--- config.mk ---
export PLATFORM = sky130hd
export DESIGN_NAME = chunked_accumulator
export DESIGN_NICKNAME = d
export VERILOG_FILES = /design/src/rtl/chunked_accumulator.sv
export SDC_FILE = /design/constraint.sdc
export NUM_CORES = 1
export LEC_CHECK = 0
export CORE_MARGIN = 1.5
export CORE_UTILIZATION = 45
export DETAILED_ROUTE_END_ITERATION = 16
export HOLD_SLACK_MARGIN = 0.06
export PLACE_DENSITY = 0.78
export SETUP_SLACK_MARGIN = 0.5
export SLEW_MARGIN = 20
export SYNTH_ARGS = -nofsm -noshare
export SYNTH_HDL_FRONTEND = slang
export SYNTH_SLANG_ARGS = --single-unit
export TNS_END_PERCENT = 5
--- constraint.sdc ---
create_clock -name Clk -period 2.7 [get_ports Clk]
set_clock_uncertainty 0.05 [all_clocks]
set_input_delay 0.54 -clock Clk [delete_from_list [all_inputs] [get_ports Clk]]
set_output_delay 0.54 -clock Clk [all_outputs]
set_load 0.03 [all_outputs]
--- src/rtl/chunked_accumulator.sv ---
// chunked_accumulator
//   Switch accumulator with a multi-cycle adder. Each rising edge of
//   Run_Accumulate adds (or, in Sub mode, subtracts) the zero-extended SW
//   operand to a running total, CHUNK bits per clock. Carry and sticky signed
//   overflow are tracked, and the total drives active-low 7-segment digits.
//
// Ports
//   Clk            in   system clock, rising edge
//   Reset_Clear    in   asynchronous active-high reset, clears all state
//   Run_Accumulate in   asynchronous key level; rising edge starts one operation
//   Sub            in   0 = add, 1 = subtract; sampled at operation start
//   SW             in   operand, zero-extended; sampled at operation start
//   Sum            out  {carry of last op, accumulator}
//   Busy           out  operation in progress
//   Done           out  one-cycle pulse when Sum updates
//   Overflow       out  sticky signed overflow
//   HEX            out  active-low digits, digit i = HEX[7i+6:7i] shows Sum[4i+3:4i]
module chunked_accumulator #(
   parameter int unsigned IN_WIDTH  = 10,
   parameter int unsigned ACC_WIDTH = 16,
   parameter int unsigned CHUNK     = 4
) (
   input  logic                           Clk,
   input  logic                           Reset_Clear,
   input  logic                           Run_Accumulate,
   input  logic                           Sub,
   input  logic [IN_WIDTH-1:0]            SW,
   output logic [ACC_WIDTH:0]             Sum,
   output logic                           Busy,
   output logic                           Done,
   output logic                           Overflow,
   output logic [7*(ACC_WIDTH/4+1)-1:0]   HEX
);

   localparam int unsigned NCH     = ACC_WIDTH / CHUNK;
   localparam int unsigned NUM_HEX = ACC_WIDTH / 4 + 1;
   localparam int unsigned CW      = (NCH > 1) ? $clog2(NCH) : 1;
   localparam logic [CW-1:0] LastCh = CW'(NCH - 1);

   typedef enum logic [1:0] {StIdle, StAdd, StDone} state_e;

   state_e                 state_q, state_d;
   logic [CW-1:0]          cnt_q, cnt_d;
   logic [ACC_WIDTH-1:0]   acc_q, acc_d;
   logic [ACC_WIDTH-1:0]   op_q, op_d;
   logic                   carry_q, carry_d;
   logic [ACC_WIDTH:0]     sum_q, sum_d;
   logic                   ovf_q, ovf_d;
   logic                   s1_q, s2_q, s3_q;

   logic                   run_edge;
   logic [ACC_WIDTH-1:0]   op_ext;
   logic [CHUNK:0]         chunk_sum;

   assign run_edge = s2_q & ~s3_q;
   assign op_ext   = ACC_WIDTH'(SW);

   // acc_q and op_q rotate right by CHUNK each ADD cycle, so the chunk being
   // processed is always at the bottom; after NCH cycles acc_q is back in order
   // and on the last cycle the bottom chunks hold the original MSBs.
   assign chunk_sum = {1'b0, acc_q[CHUNK-1:0]} + {1'b0, op_q[CHUNK-1:0]}
                      + (CHUNK+1)'(carry_q);

   always_ff @(posedge Clk or posedge Reset_Clear) begin
      if (Reset_Clear) begin
         state_q <= StIdle;
         cnt_q   <= '0;
         acc_q   <= '0;
         op_q    <= '0;
         carry_q <= 1'b0;
         sum_q   <= '0;
         ovf_q   <= 1'b0;
         // Preset high so a key held through reset produces no edge.
         s1_q    <= 1'b1;
         s2_q    <= 1'b1;
         s3_q    <= 1'b1;
      end else begin
         state_q <= state_d;
         cnt_q   <= cnt_d;
         acc_q   <= acc_d;
         op_q    <= op_d;
         carry_q <= carry_d;
         sum_q   <= sum_d;
         ovf_q   <= ovf_d;
         s1_q    <= Run_Accumulate;
         s2_q    <= s1_q;
         s3_q    <= s2_q;
      end
   end

   always_comb begin
      state_d = state_q;
      cnt_d   = cnt_q;
      acc_d   = acc_q;
      op_d    = op_q;
      carry_d = carry_q;
      sum_d   = sum_q;
      ovf_d   = ovf_q;
      unique case (state_q)
         StIdle: begin
            if (run_edge) begin
               op_d    = Sub ? ~op_ext : op_ext;
               carry_d = Sub;
               cnt_d   = '0;
               acc_d   = sum_q[ACC_WIDTH-1:0];
               state_d = StAdd;
            end
         end
         StAdd: begin
            acc_d   = ACC_WIDTH'({chunk_sum[CHUNK-1:0], acc_q} >> CHUNK);
            op_d    = op_q >> CHUNK;
            carry_d = chunk_sum[CHUNK];
            cnt_d   = cnt_q + CW'(1);
            if (cnt_q == LastCh) begin
               sum_d = {chunk_sum[CHUNK], acc_d};
               // Operands share a sign but the result sign differs.
               if ((acc_q[CHUNK-1] == op_q[CHUNK-1]) &&
                   (chunk_sum[CHUNK-1] != acc_q[CHUNK-1])) begin
                  ovf_d = 1'b1;
               end
               state_d = StDone;
            end
         end
         StDone: begin
            state_d = StIdle;
         end
         default: begin
            state_d = StIdle;
         end
      endcase
   end

   assign Sum      = sum_q;
   assign Busy     = (state_q != StIdle);
   assign Done     = (state_q == StDone);
   assign Overflow = ovf_q;

   function automatic logic [6:0] seg7(input logic [3:0] v);
      logic [6:0] s;
      s = 7'b1000000;
      unique case (v)
         4'h0: s = 7'b1000000;
         4'h1: s = 7'b1111001;
         4'h2: s = 7'b0100100;
         4'h3: s = 7'b0110000;
         4'h4: s = 7'b0011001;
         4'h5: s = 7'b0010010;
         4'h6: s = 7'b0000010;
         4'h7: s = 7'b1111000;
         4'h8: s = 7'b0000000;
         4'h9: s = 7'b0010000;
         4'hA: s = 7'b0001000;
         4'hB: s = 7'b0000011;
         4'hC: s = 7'b1000110;
         4'hD: s = 7'b0100001;
         4'hE: s = 7'b0000110;
         4'hF: s = 7'b0001110;
         default: s = 7'b1000000;
      endcase
      return s;
   endfunction

   logic [4*NUM_HEX-1:0] sum_pad;
   assign sum_pad = (4*NUM_HEX)'(sum_q);

   for (genvar i = 0; i < NUM_HEX; i++) begin : g_hex
      assign HEX[7*i +: 7] = seg7(sum_pad[4*i +: 4]);
   end

endmodule

# Yosys cells after proc, flatten, opt, wreduce, memory -nomap -nowiden
# Memories as Yosys holds them, arrays and structs flattened.
# Cells that the tools add are included.
[word_totals]
n_memories = 5
latch_bits = 0
inputBits = 14
output_inout_bits = 55
mem_bits_ro = 560
ram_bits = 0
register_bits = 58
[classes]
reduce_logical = 8
n_bitwise = 3
addsub = 3
mul = 0
n_lt_le_gt_ge = 0
n_shift = 0
n_mux = 12
eq_ne = 7
n_div = 0
[memory_table]
columns = ["memory", "words", "word_bits", "rd", "rd_clocked_by_memory_dff", "wr", "line_no", "source"]
rows = [
  ["(no name shown)", 16, 7, 1, 0, 0, "141", "unique case (v)"],
  ["(no name shown)", 16, 7, 1, 0, 0, "141", ""],
  ["(no name shown)", 16, 7, 1, 0, 0, "141", ""],
  ["(no name shown)", 16, 7, 1, 0, 0, "141", ""],
  ["(no name shown)", 16, 7, 1, 0, 0, "141", ""],
]
[op_table]
columns = ["operator", "count"]
rows = [
  ["one-hot mux 16 bit (2 select lines)", 2],
  ["two-way mux 16 bit", 3],
  ["inverter 10 -> 16 bit", 1],
  ["one-hot mux 2 bit (2 select lines)", 2],
  ["two-way mux 2 bit", 3],
  ["AND reduction 2 bit", 3],
  ["adder 4 x 4 -> 5 bit", 1],
  ["adder 5 x 1 -> 5 bit", 1],
  ["equality test 2 bit, second input constant", 2],
  ["inequality test 2 bit, second input constant", 2],
  ["nonzero test 2 bit", 2],
  ["AND reduction 3 bit", 1],
  ["adder 2 x 1 -> 2 bit, second input constant", 1],
  ["equality test 2 x 1 -> 1 bit, second input constant", 1],
  ["zero test 2 bit", 1],
  ["one-hot mux 1 bit (2 select lines)", 1],
  ["bitwise AND 1 bit", 1],
  ["equality test 1 bit", 1],
  ["logical AND 1 bit", 1],
  ["two-way mux 1 bit", 1],
  ["inequality test 1 bit", 1],
  ["inverter 1 bit", 1],
]

# Longest topological paths before layout
[depth]
depth_word = 5
mapped_depth = 7

# Worst setup path after synthesis
# No wires, ideal clock.
[synth_path]
kind = "register to output"
startpoint = "reg sum_q[15] (netlist: Sum[15])"
endpoint = "out HEX[25]"
path_stages_with_launch = 6
path_buffers = 2
path_slack_ps = 168
arrival_time_ps = 1942
t_required_ps = 2110
cell_sequence = "dfrtp_1 -> clkbuf_1 -> clkbuf_1 -> nand2_1 -> o21a_1 -> o21ai_0"
[synth_via]
elab_chain_cells = 1
[synth_lines]
columns = ["element", "line_no", "source"]
rows = [
  ["start, declared", "47", "logic [ACC_WIDTH:0] sum_q, sum_d;"],
  ["start signal, assigned", "83", "sum_q <= sum_d;"],
  ["memory read (16 x 7 bit)", "-", ""],
  ["end, declared", "32", "output logic [7*(ACC_WIDTH/4+1)-1:0] HEX"],
]
# No other way between the ends.

# Worst setup path in the final report
[layout_path]
startpoint = "reg sum_q[9] (netlist: Sum[9])"
endpoint = "out HEX[17]"
# Same word-level chain as after synthesis.

==> results.toml <==
[routing]
vias = 2879
drc_errors = 0
routed_wirelength_um = 8083
ant_nets = 0
dr.pass1.iters = 5
wl_per_cell_um = 15.02
avgViaCountPerCell = 5.351
drtIter0Drc = 158

[critical_path]
arrival_ns = 1.72
cpPeakStageDelay_ns = 0.47
rr_worst_depth = 4
r2r_end = "op_q[11]"
critical_path.slowest_cell = "mux4_2"
cp-start-kind = "flop"
cp_max_fo = 4
critPathRequiredTime_ns = 2.11
endpoint_kind = "output pin"
cp_cell_sequence = "buf_4, ha_4, mux4_2, buf_6"
worstReg2RegStart = "state_q[0]"
crit_type = "reg -> out"
ff2ff_setup_slack_ns = 0.59

[grt]
grt_use_total = 0.1962
antenna_found_initial = 0
top_usage_layer = "met2"
gr-total-overflow = 0
grt_pass1_vias = 2808
met1_usage = 0.2459
met2_usage = 0.3415
grt_pass1_wl_um = 13200
grt_max_degree = 32
met3_usage = 0.03892

[clocking]
cts.path.max_buffers = 2
clock-root-buffer = "clkbuf_8"
htreeDepth = 2
clock_latency_ns = 0.32
cts_tree = "done"
cts_hold_buf = 0
cts_buffers = 5
clk_pin_slew_ns = 0.11
cts.sinks = 54

[placement]
port_buffers = 65
gp_congestion = 0.8287
dpl.hpwl_um = 5563

[timing]
timing.setup.tns_ns = 0
rsz0062_at_grt = "true"
hold_violations = 0
finalSetupViolCount = 0
finalMaxSlewViolations = 0
timing.fmax_ghz = 0.4321
fin_crit_ns = 2.314
worstMarginPinSlew_ns = 0.8013
slew_headroom = 0.4658
finalCritPeriodShare = 0.8571

[floorplan]
num_rows = 31
die-area_mm2 = 0.008142
die_h_um = 90.24
boundaryPins = 69
die_x_um = 90.24
core-area_mm2 = 0.007292
initial_core_util = 0.4696

[synth]
syn_inst = 364
synth.cell_area_mm2 = 0.003425
yosys_warnings = 0
syn_area_per_cell_um2 = 9.408
synthDistinctLibCells = 44
yosysSeqAreaShare = 0.3957
synthTopCellsByArea = "dfrtp_1 37%, ha_1 10%, nor2_1 5.2%"
synth_area_leader_cell = "dfrtp_1"
ys_ff_latch = 54
netlist.area_leader.share = 0.3727

[hold_path]
hold_path_depth = 0
min_from = "s1_q"
holdPathEnd = "s2_q"
hold_class = "reg -> reg"

[final_layout]
fill_cells = 618
syn_to_final_growth_pct = 30.11
finalNetCount = 482
n_antenna_cell = 0
drive_gt1_frac = 0.2733

[outcome]
outcome = "finished, final reports clean"

[run]
drv_cap = 0
==> synth_stat cells <==
cell type,number
nor3b_1,1
mux4_2,3
nand3_1,9
ha_1,28
a21oi_1,13
nor2_1,47
buf_2,4
nand2b_1,5
inv_1,20
dfrtp_1,51
o21a_1,2
a32o_1,2
o22ai_1,12
nor2b_1,6
a22o_1,5
a221oi_2,2
conb_1,2
dfstp_2,3
nor3_1,1
nor4b_4,1
xnor2_1,9
o21ai_1,6
fa_1,2
or2_2,1
a22oi_1,4
or3b_2,2
a221o_1,5
buf_6,4
or4b_1,1
nand3b_1,1
nand2_4,1
buf_4,8
nand2_1,28
a31oi_1,3
mux2_2,5
a21o_1,2
buf_1,2
o21ai_0,29
o211ai_1,3
nor2_2,1
or3_1,1
mux2i_1,12
xor2_1,4
clkbuf_1,13
==> per-stage QoR <==
| step | std cells | instance area, µm² | worst slack, ns | hold slack [ns] | utilization |
|---|---|---|---|---|---|
| 5_1_grt | 538 | 4456 | 0.3338 | 0.3182 | 0.6110 |
| 2_1_floorplan | 365 | 3428 | 0.2956 | 0.2952 | - |
| 4_1_cts | 532 | 4349 | 0.3535 | 0.3183 | 0.5964 |
| 6_report | 538 | 4456 | 0.3859 | 0.3265 | 0.6110 |
| 3_3_place_gp | 513 | 4141 | 0.1966 | 0.2967 | 0.5679 |
| 3_5_place_dp | 513 | 4141 | 0.1110 | 0.3014 | 0.5679 |
==> cell families after synthesis <==
family,synth area share
simple gates,0.1451
compound gates,0.1637
flops,0.3957
buf+inv,0.07490
fa+ha+maj,0.1140
mux,0.07124
xor+xnor,0.03325
other cells,0.002193
==> layout make-up <==
class / instances / area, µm² / share of cell area
inverters: 20 / 77.57 / 0.01741
flip-flops and latches: 54 / 1366 / 0.3067
clock buffers: 5 / 68.82 / 0.01545
clock inverters: 3 / 26.28 / 0.005897
well taps: 99 / 123.9 / 0.02780
repair buffers: 97 / 835.8 / 0.1876
multi-input cells: 260 / 1957 / 0.4392
==> state kept, by name (all words and copies together), names as in the netlist <==
signal,flops
s3_q,1
Sum,17
op_q,12
Overflow,1
s1_q,1
cnt_q,2
state_q,2
carry_q,1
acc_q,16
s2_q,1
==> placed cells by master (no fill, tap or decap), types with 7 or more instances in the layout <==
cell type,count
buf_4,30
buf_2,8
clkbuf_2,7
o21ai_1,9
dfrtp_2,9
buf_6,7
nor2_1,47
ha_4,9
clkdlybuf4s50_1,37
inv_2,9
o22ai_1,12
nand2_1,28
xnor2_1,9
inv_1,10
mux2i_1,12
o21ai_0,24
a21oi_1,13
dfrtp_1,42
nand3_1,9
ha_1,14
==> worst max-delay path, delay by kind of cell (launching register included) <==
family / cells / cell delay [ns]
adder cells (fa/ha/maj): 1 / 0.17
multiplexers: 1 / 0.47
buffers and inverters: 2 / 0.32
flip-flops: 1 / 0.45
==> metal layers <==
layer  part of all wire  wire length [µm]
met1               0.45              3604
met5                  0                 0
met3              0.035               283
met2               0.51              4138
met4             0.0071                57
==> what timing repair did <==
action / in CTS / in global routing
endpoints found under the setup margin: 37 / 37
pin swaps: 1 / 3
buffers inserted: 11 / 6
resized for setup: 117 / 51
==> worst max path at each step <==
stage	from	endpoint	slack [ns]
final	Sum[9]	HEX[17]	0.39
after global placement	Sum[9]	HEX[17]	0.20
after floorplan	Sum[1]	HEX[2]	0.30
after detailed placement	Sum[9]	HEX[17]	0.11
after global routing	Sum[12]	HEX[23]	0.33
after CTS	Sum[12]	HEX[21]	0.35
Power is left out: the tool's default activity adds up to more than one toggle a clock period on the data nets, which glitch-free logic cannot reach.
